<file path="config.mk">
export PLATFORM = sky130hd
export DESIGN_NAME = mouse_quad_gen
export DESIGN_NICKNAME = d
export VERILOG_FILES = /design/src/rtl/mouse_quad_gen.sv
export SDC_FILE = /design/constraint.sdc
export NUM_CORES = 1
export LEC_CHECK = 0
export BUFFER_PORTS_ARGS = -buffer_cell sky130_fd_sc_hd__buf_4
export CORE_MARGIN = 5
export CORE_UTILIZATION = 61
export CTS_CLUSTER_DIAMETER = 100
export DETAILED_ROUTE_END_ITERATION = 16
export GPL_TIMING_DRIVEN = 0
export PLACE_DENSITY = 0.89
export SLEW_MARGIN = 5
export SYNTH_ARGS = -nofsm -noshare
export SYNTH_HDL_FRONTEND = slang
export SYNTH_SLANG_ARGS = --single-unit
export TNS_END_PERCENT = 20
</file>
<file path="constraint.sdc">
create_clock -name clk -period 4.4 [get_ports clk]
set_input_delay 0.66 -clock clk [delete_from_list [all_inputs] [get_ports clk]]
set_output_delay 0.66 -clock clk [all_outputs]
set_load 0.05 [all_outputs]
</file>
<file path="src/rtl/mouse_quad_gen.sv">
// Atari ST mouse quadrature generator: joystick-emulation or trackball inputs are
// accumulated per axis and replayed as rate-limited Gray-code steps on joy_out.
module mouse_quad_gen #(
  parameter int STEP_DIV    = 32000,
  parameter int CNT_W       = 6,
  parameter int DEB_CYCLES  = 320,
  parameter int ACCEL_TICKS = 64
) (
  input  logic             clk,
  input  logic             reset_n,
  input  logic             mode,
  input  logic             up_n,
  input  logic             down_n,
  input  logic             left_n,
  input  logic             right_n,
  input  logic             btn_l_n,
  input  logic             btn_r_n,
  input  logic             ovf_clr,
  output logic [5:0]       joy_out,
  output logic [CNT_W-1:0] dx_pend,
  output logic [CNT_W-1:0] dy_pend,
  output logic             ovf
);

  localparam int PW = $clog2(STEP_DIV);
  localparam int DW = $clog2(DEB_CYCLES + 1);
  localparam int AW = $clog2(ACCEL_TICKS + 1);
  localparam int SW = CNT_W + 2;
  localparam logic [PW-1:0]        PRESC_LAST = PW'(STEP_DIV - 1);
  localparam logic [PW-1:0]        PRESC_HALF = PW'(STEP_DIV / 2 - 1);
  localparam logic signed [SW-1:0] PEND_MAX   = SW'((2 ** (CNT_W - 1)) - 1);
  localparam logic signed [SW-1:0] PEND_MIN   = SW'(-(2 ** (CNT_W - 1)));

  // Bit order of the synchronised vector: up, down, left, right, btn_l, btn_r.
  logic [5:0] rawN;
  logic [5:0] syncA_q, syncB_q;
  logic [5:0] lvl;

  assign rawN = {btn_r_n, btn_l_n, right_n, left_n, down_n, up_n};

  always_ff @(posedge clk or negedge reset_n) begin
    if (!reset_n) begin
      syncA_q <= '1;
      syncB_q <= '1;
    end else begin
      syncA_q <= rawN;
      syncB_q <= syncA_q;
    end
  end

  assign lvl = ~syncB_q;

  // The first cycle after reset release only primes prevLvl_q.
  logic [3:0] prevLvl_q;
  logic       armed_q;
  logic [3:0] edges;

  always_ff @(posedge clk or negedge reset_n) begin
    if (!reset_n) begin
      prevLvl_q <= '0;
      armed_q   <= 1'b0;
    end else begin
      prevLvl_q <= lvl[3:0];
      armed_q   <= 1'b1;
    end
  end

  assign edges = armed_q ? (lvl[3:0] ^ prevLvl_q) : 4'b0000;

  logic mode_q, modePrev_q, modeChg;

  always_ff @(posedge clk or negedge reset_n) begin
    if (!reset_n) begin
      mode_q     <= 1'b0;
      modePrev_q <= 1'b0;
    end else begin
      mode_q     <= mode;
      modePrev_q <= mode_q;
    end
  end

  assign modeChg = mode_q ^ modePrev_q;

  logic [PW-1:0] presc_q, presc_d;
  logic          tick, htick;

  assign tick  = (presc_q == PRESC_LAST);
  assign htick = (presc_q == PRESC_HALF);

  always_comb begin
    presc_d = presc_q + PW'(1);
    if (modeChg || tick) presc_d = '0;
  end

  always_ff @(posedge clk or negedge reset_n) begin
    if (!reset_n) presc_q <= '0;
    else          presc_q <= presc_d;
  end

  // Index 0 is btn_l, index 1 is btn_r; any bounce restarts the stability count.
  for (genvar b = 0; b < 2; b++) begin : debounce
    logic          deb_q, deb_d;
    logic [DW-1:0] cnt_q, cnt_d;

    always_comb begin
      deb_d = deb_q;
      cnt_d = '0;
      if (lvl[4+b] != deb_q) begin
        if (cnt_q == DW'(DEB_CYCLES - 1)) deb_d = lvl[4+b];
        else                              cnt_d = cnt_q + DW'(1);
      end
    end

    always_ff @(posedge clk or negedge reset_n) begin
      if (!reset_n) begin
        deb_q <= 1'b0;
        cnt_q <= '0;
      end else begin
        deb_q <= deb_d;
        cnt_q <= cnt_d;
      end
    end
  end

  // Axis 0 is X (right +, left -), axis 1 is Y (down +, up -).
  for (genvar a = 0; a < 2; a++) begin : axis
    localparam int PLUS  = (a == 0) ? 3 : 1;
    localparam int MINUS = (a == 0) ? 2 : 0;

    logic [CNT_W-1:0]     pend_q, pend_d;
    logic [AW-1:0]        accel_q, accel_d;
    logic [1:0]           quad_q, quad_d;
    logic                 fast, held, stepEvt, clamp;
    logic signed [SW-1:0] inStep, consume, pendExt, sum;

    assign fast    = mode_q && (accel_q == AW'(ACCEL_TICKS));
    assign held    = lvl[PLUS] ^ lvl[MINUS];
    assign stepEvt = !modeChg && (tick || (fast && htick));
    assign pendExt = SW'($signed(pend_q));

    always_comb begin
      inStep = '0;
      if (!mode_q) begin
        if (edges[PLUS])  inStep = inStep + SW'(1);
        if (edges[MINUS]) inStep = inStep - SW'(1);
      end else if (tick && held) begin
        inStep = fast ? SW'(2) : SW'(1);
        if (lvl[MINUS]) inStep = -inStep;
      end
    end

    // Gray sequence forward is 00,01,11,10; backward walks it in reverse.
    always_comb begin
      consume = '0;
      quad_d  = quad_q;
      if (stepEvt && (pendExt > 0)) begin
        consume = SW'(1);
        quad_d  = {quad_q[0], ~quad_q[1]};
      end else if (stepEvt && (pendExt < 0)) begin
        consume = -SW'(1);
        quad_d  = {~quad_q[0], quad_q[1]};
      end
    end

    always_comb begin
      sum    = pendExt + inStep - consume;
      clamp  = 1'b0;
      pend_d = sum[CNT_W-1:0];
      if (sum > PEND_MAX) begin
        pend_d = PEND_MAX[CNT_W-1:0];
        clamp  = 1'b1;
      end else if (sum < PEND_MIN) begin
        pend_d = PEND_MIN[CNT_W-1:0];
        clamp  = 1'b1;
      end
      if (modeChg) pend_d = '0;
    end

    always_comb begin
      accel_d = accel_q;
      if (modeChg) begin
        accel_d = '0;
      end else if (mode_q && tick) begin
        if (!held)                             accel_d = '0;
        else if (accel_q != AW'(ACCEL_TICKS))  accel_d = accel_q + AW'(1);
      end
    end

    always_ff @(posedge clk or negedge reset_n) begin
      if (!reset_n) begin
        pend_q  <= '0;
        accel_q <= '0;
        quad_q  <= 2'b00;
      end else begin
        pend_q  <= pend_d;
        accel_q <= accel_d;
        quad_q  <= quad_d;
      end
    end
  end

  logic ovfSet, ovf_q;

  assign ovfSet = (axis[0].clamp || axis[1].clamp) && !modeChg;

  always_ff @(posedge clk or negedge reset_n) begin
    if (!reset_n)     ovf_q <= 1'b0;
    else if (ovfSet)  ovf_q <= 1'b1;
    else if (ovf_clr) ovf_q <= 1'b0;
  end

  // Quadrature bits show the new step the cycle after it is taken; buttons get one extra stage.
  logic [5:0] joy_q;

  always_ff @(posedge clk or negedge reset_n) begin
    if (!reset_n) joy_q <= '0;
    else          joy_q <= {debounce[1].deb_q, debounce[0].deb_q, axis[0].quad_d, axis[1].quad_d};
  end

  assign joy_out = joy_q;
  assign dx_pend = axis[0].pend_q;
  assign dy_pend = axis[1].pend_q;
  assign ovf     = ovf_q;

endmodule
</file>
Word-level counts from Yosys, hierarchy flattened
Cells that the tools add are included.
W data, S select, Z words.
- $add $sub $neg: 13
- order comparisons: 8
- eq/ne operators: 12
- multiplexer cells: 48
- bitwise gates (word level): 9
- reduce and logical (&&, ||, !) cells: 25
- operators with widths (kind ; count):
    $mux W8 ; 14
    $mux W7 ; 8
    $mux W6 ; 6
    $mux W9 ; 4
    $add A9 B1 Y9 const B ; 2
    $eq A9 B9 Y1 const B ; 2
    $add A6 B8 Y8 ; 2
    $gt A8 B6 Y1 const B ; 2
    $lt A8 B6 Y1 const B ; 2
    $neg A2 Y8 ; 2
    $sub A8 B2 Y8 const B ; 2
    $sub A8 B8 Y8 ; 2
    $add A15 B1 Y15 const B ; 1
    $eq A15 B14 Y1 const B ; 1
    $eq A15 B15 Y1 const B ; 1
    $mux W15 ; 1
    $add A7 B1 Y7 const B ; 2
    $eq A7 B7 Y1 const B ; 2
    $logic_and A1 B1 Y1 ; 14
    $ne A7 B7 Y1 const B ; 2
    $gt A6 B1 Y1 const B ; 2
    $lt A6 B1 Y1 const B ; 2
    $mux W2 ; 6
    $mux W1 ; 8
    11 further kinds ; 25
- bits in registers: 91
- input port bits: 10
- output and inout port bits: 19
- logic and storage cells: 134

Logic depth before layout (Yosys ltp)
- depth in word-level cells: 16
- gate-level depth with buffers: 18
- gate-level depth less buffers: 18

Worst setup path before layout
OpenSTA, ideal clock, no wires.
- kind: register to register
- start point: reg presc_q[0]
- end point: reg axis[1].pend_q[4], in the netlist dy_pend[4]
- library setup time: 0.064 ns
- data arrival time: 3.589 ns
- data required time: 4.336 ns
- setup slack: 0.747 ns
- stages on the path, launching flop included: 17
- path buffers: 1
- period minus slack after synthesis: 3.653 ns
- cells stage by stage: dfrtp_1 > ha_1 > nand3_1 > nor3_4 > nand2_2 > a211o_1 > buf_2 > xor2_1 > ha_1 > inv_1 > fa_1 > nor2b_1 > o311a_1 > a211oi_1 > or2_2 > a21oi_1 > a31o_2
- longest elaborated chain between the ends: 12
- elaborated cells on any way between the ends: 19
- classes of those cells: add/sub (2); order compare (2); eq/ne (2); mux (7); reduce/logical (6)
- ends and longest elaborated chain (what ; line ; source):
    start, declared ; 84 ; logic [PW-1:0] presc_q, presc_d;
    start signal, assigned ; 97 ; else presc_q <= presc_d;
    branches (longest 7 deep; another with $add A6 B8 Y8) ; - ;
    $sub A8 B8 Y8 * ; 166 ; sum = pendExt + inStep - consume;
    $lt A8 B6 Y1 ; 172 ; end else if (sum < PEND_MIN) begin
    $mux W6 ; 172 ;
    $mux W6 * ; 169 ; if (sum > PEND_MAX) begin
    $mux W6 * ; 176 ; if (modeChg) pend_d = '0;
    net axis[1].pend_d[4] ; 130 ; logic [CNT_W-1:0] pend_q, pend_d;
    end signal, assigned ; 195 ; pend_q <= pend_d;
    end, declared ; 130 ;
Mark *: on every way through the listed nets, which the timed path passes.
A chain may end at the register's enable or synchronous reset.

Worst setup path after layout
- start point: reg presc_q[0]
- end point: reg axis[0].pend_q[1], in the netlist dx_pend[1]
- longest elaborated chain between the ends: 12
- elaborated cells on any way between the ends: 19
- classes of those cells: add/sub (2); order compare (2); eq/ne (2); mux (7); reduce/logical (6)
- ends and longest elaborated chain (what ; line):
    branches (longest 7 deep; another with $add A6 B8 Y8) ; -
    $sub A8 B8 Y8 * ; 166
    $lt A8 B6 Y1 ; 172
    $mux W6 ; 172
    $mux W6 * ; 169
    $mux W6 * ; 176
    net axis[0].pend_d[1] ; 130
    end signal, assigned ; 195
    end, declared ; 130
Marked as above.

==> impl_table.tex <==
\begin{tabular}{lr}
\hline
Metric & Value \\
\hline
\multicolumn{2}{l}{\textbf{STA}} \\
Max transition margin & 0.290 \\
Setup violation total in the final timing report & 0 \\
Final worst clock skew & approximately 9.4 ps \\
Final number of hold-violating endpoints & 0 \\
Slew at the pin with the worst max-slew slack & 1070 ps \\
Worst hold-check slack & 358 ps \\
Fin crit share & 0.945 \\
Max Freq & approximately 0.24 GHz \\
Max Transition Viols Final & 0 \\
Min Tclk post-route & 4160 ps \\
\multicolumn{2}{l}{\textbf{Worst hold path}} \\
Hold path depth & 0 \\
Type of the most critical hold path & flip-flop to flip-flop \\
\multicolumn{2}{l}{\textbf{GRT}} \\
Global router's overall resource usage & 0.211 \\
Total congestion overflow & 0 \\
Global-route wire length before repair & roughly 17 mm \\
Vias in the first global route & 3929 \\
Antenna violations before repair & 0 \\
Largest net degree at the start of global routing & 88 \\
\multicolumn{2}{l}{\textbf{Floorplanning}} \\
Height of the die & 101 um \\
Floorplan core area & 8130 um\^{}2 \\
Die Span X & between 100 and 150 um \\
Die area & between 10000 and 15000 um\^{}2 \\
Number of top-level pins & 29 \\
Row count & 33 \\
Starting utilization of the core area & 0.617 \\
\multicolumn{2}{l}{\textbf{Drt}} \\
Number of nets with antenna violations after routing & 0 \\
First-iteration detailed-routing DRC count & 182 \\
Post-Route WL & 9.95 mm \\
Routed length per placed instance & 15.0 um \\
Count of TritonRoute iterations in the first routing pass & 4 \\
Via Count & about 3900 \\
Via density & 5.87 \\
Number of remaining DRC errors & 0 \\
\multicolumn{2}{l}{\textbf{Critical path}} \\
Worst path cell trace & ha\_1 -> nand3\_1 -> nor3\_4 -> nand2\_2 -> a211o\_1 -> buf\_2 -> xor2\_1 -> ha\_1 -> a21o\_1 -> ha\_1 -> o21ai\_0 -> o21a\_1 -> nor3b\_2 -> a2bb2oi\_2 -> nand2\_1 -> a211oi\_1 \\
Number of cells on the worst reg-to-reg path & 16 \\
Top fanout value on the critical path & 10 \\
Startpoint of the most critical register-to-register path & presc\_q[0] \\
Data required, critical path & 4650 ps \\
Endpoint of the most critical register-to-register path & dx\_pend[1] \\
Critical Path Max Stage Delay & 400 ps \\
R2R Setup Slk & 240 ps \\
Start point of the critical path & presc\_q[0] \\
Worst Setup Start Kind & flip-flop \\
Worst-path cell with the longest stage delay & sky130\_fd\_sc\_hd\_\_dfrtp\_1 \\
CP arrival & 4410 ps \\
Cell mode on critical path & sky130\_fd\_sc\_hd\_\_ha\_1 \\
Kind of end point of the critical path & flip-flop \\
Endpoint of the worst setup timing path & dx\_pend[1] \\
Start-to-end type of the worst setup path & flip-flop to flip-flop \\
\multicolumn{2}{l}{\textbf{Outcome}} \\
Run status & finished clean \\
\multicolumn{2}{l}{\textbf{Finish}} \\
Filler-free cell count of the finished design & 664 \\
Diodes inserted & 0 \\
Post-route cell area & 5610 um\^{}2 \\
Area growth from synthesis to layout & 11.8\% \\
Most common library cell in the layout ignoring fill and taps & sky130\_fd\_sc\_hd\_\_dfrtp\_1 \\
Fraction of layout cells with a size suffix above 1 & 0.165 \\
Nets@finish & 601 \\
Commonest cells after routing, fill and taps aside & sky130\_fd\_sc\_hd\_\_dfrtp\_1, sky130\_fd\_sc\_hd\_\_nor2\_1, sky130\_fd\_sc\_hd\_\_ha\_1, sky130\_fd\_sc\_hd\_\_o21ai\_0, sky130\_fd\_sc\_hd\_\_nand2\_1 \\
Utilization after layout & 0.690 \\
\multicolumn{2}{l}{\textbf{Placement}} \\
Weighted congestion reported at the end of routability-driven placement & 0.906 \\
HPWL after detailed placement & 7.18 mm \\
Post-Place Cell Area & roughly 5400 um\^{}2 \\
Placed insts & 646 \\
Input/output buffers & 28 \\
\multicolumn{2}{l}{\textbf{Clock network}} \\
Worst-path clk slew & 90 ps \\
Hold-fix buffers, CTS & 0 \\
TritonCTS clock tree & built \\
Max H-tree Level & 3 \\
Clock tree root buffer cell & sky130\_fd\_sc\_hd\_\_clkbuf\_8 \\
Latest clock arrival within the worst-skew pair & 360 ps \\
Number of clock buffers inserted by TritonCTS & 9 \\
Buffer levels on the longest clock path & 2 \\
CTS Sinks & 87 \\
\multicolumn{2}{l}{\textbf{Logic synthesis}} \\
Post-synthesis sequential area ratio & 0.437 \\
Per-instance average area after synthesis & between 9 and 10 um\^{}2 \\
Post-synth design cell area & 5020 um\^{}2 \\
Post-synth EDFFs & 0 \\
Number of nets produced by synthesis & 560 \\
Share of synthesized registers carrying an async set or reset & 1.00 \\
Number of distinct library cell variants in the gate-level netlist after synthesis & 62 \\
Number of warnings printed during yosys synthesis & 0 \\
Number of instances in the synthesized netlist & 513 \\
Flip-flop and latch count after synthesis & 87 \\
Top FF cell, synth & sky130\_fd\_sc\_hd\_\_dfrtp\_1 \\
\multicolumn{2}{l}{\textbf{Pwr}} \\
Net switching component of the power & 1350 uW \\
Peak supply drop & roughly 0.27 mV \\
Sw Share & 0.422 \\
Power density of the placed cells & 570 nW/um\^{}2 \\
Part of the power in combinational logic & 0.516 \\
Reported leakage power & 0.00262 uW \\
Int Pwr & 1850 uW \\
Clock group share of total power & 0.180 \\
Fraction of power consumed by sequential logic & 0.303 \\
\multicolumn{2}{l}{\textbf{Job}} \\
Max\_cap viols & 0 \\
\hline
\end{tabular}
## cell families (layout without fill, tap and decap cells)
family	after synthesis	after routing	synth area share
AOI/OAI and AO/OA	113	113	0.155
xor gates and xnor gates	48	48	0.0853
adders and majority gates	37	37	0.0952
buffers and inverters	34	80	0.0262
DFF	87	87	0.437
muxes	1	1	0.00199
other	1	1	0.000747
and+or+nand+nor	192	192	0.199
## power by group through the flow
stage,Clock (uW),Sequential [uW],Combinational [uW]
floorplan,0,1150,1080
global placement,0,979,1550
detailed placement,0,984,1610
CTS,587,969,1630
global route,624,983,1820
finish,577,970,1650
## sequential cells by signal, summed over array words and instances (netlist names)
signal / count
presc_q: 15
joy_out: 6
dy_pend: 6
syncA_q: 6
dx_pend: 6
debounce.deb_q: 2
mode_q: 1
axis.accel_q: 14
ovf: 1
syncB_q: 6
debounce.cnt_q: 18
prevLvl_q: 4
armed_q: 1
modePrev_q: 1
## metal layers
| metal | global-route usage | vias up | wire length, um |
|---|---|---|---|
| met5 | 0 | - | 0 |
| met2 | 0.362 | 79 | 5040 |
| met1 | 0.268 | 1911 | 4250 |
| met4 | 0.0798 | 0 | 256 |
| met3 | 0.0332 | 24 | 415 |
| li1 | - | 1883 | - |
## stage by stage
step / setup slack (ps) / TNS, ps / total power (uW)
final: 242 / 0 / 3200
after global routing: -5.12 / -5.12 / 3430
after CTS: 50.8 / 0 / 3180
after detailed placement: 112 / 0 / 2600
after global placement: 251 / 0 / 2530
after floorplan: 747 / 0 / 2240
## timing repair
action | CTS | global route
gates resized for setup | 0 | 7
hold endpoints to repair | 0 | 0
setup buffers | 0 | 2
setup endpoints to repair | 0 | 11
## worst min path at each step
stage / start / end / slack (ps)
global route: syncA_q[0] / syncB_q[0] / 360
finish: syncA_q[0] / syncB_q[0] / 360
floorplan: syncA_q[0] / syncB_q[0] / 350
detailed placement: syncA_q[0] / syncB_q[0] / 350
global placement: syncA_q[4] / syncB_q[4] / 350
CTS: syncA_q[0] / syncB_q[0] / 360
## critical path: cells and delay by family (launching register included)
kind | cells | cell delay, ps
AND/OR/NAND/NOR | 5 | 1090
flip-flops | 1 | 400
AO/OA/AOI/OAI | 6 | 1450
buffers and inverters | 1 | 200
XOR/XNOR | 1 | 170
adder cells (fa/ha/maj) | 3 | 730
## Yosys cell counts, drive strengths merged, types with 8 or more instances
cell,n,area [um^2]
xnor2,25,226
nand3,25,143
o21ai,33,165
and3,17,108
nor3,8,56.3
nor2b,11,68.8
ha,35,438
dfstp,12,315
a21oi,18,90.1
nand2,33,126
dfrtp,75,1880
a21o,14,105
xor2,23,201
and2,9,57.6
inv,28,105
nor2,56,210
nand2b,12,75.1
## area by class of cell
| class | count | area (um^2) |
|---|---|---|
| multi-input combinational | 392 | 2730 |
| clock inverter | 6 | 68.8 |
| buffer | 6 | 26.3 |
| sequential | 87 | 2190 |
| inverter | 28 | 105 |
| fill | 599 | 2520 |
| timing repair buffer | 30 | 225 |
| tap | 105 | 131 |
| clock buffer | 10 | 138 |
Power figures use the tool's default switching activity.
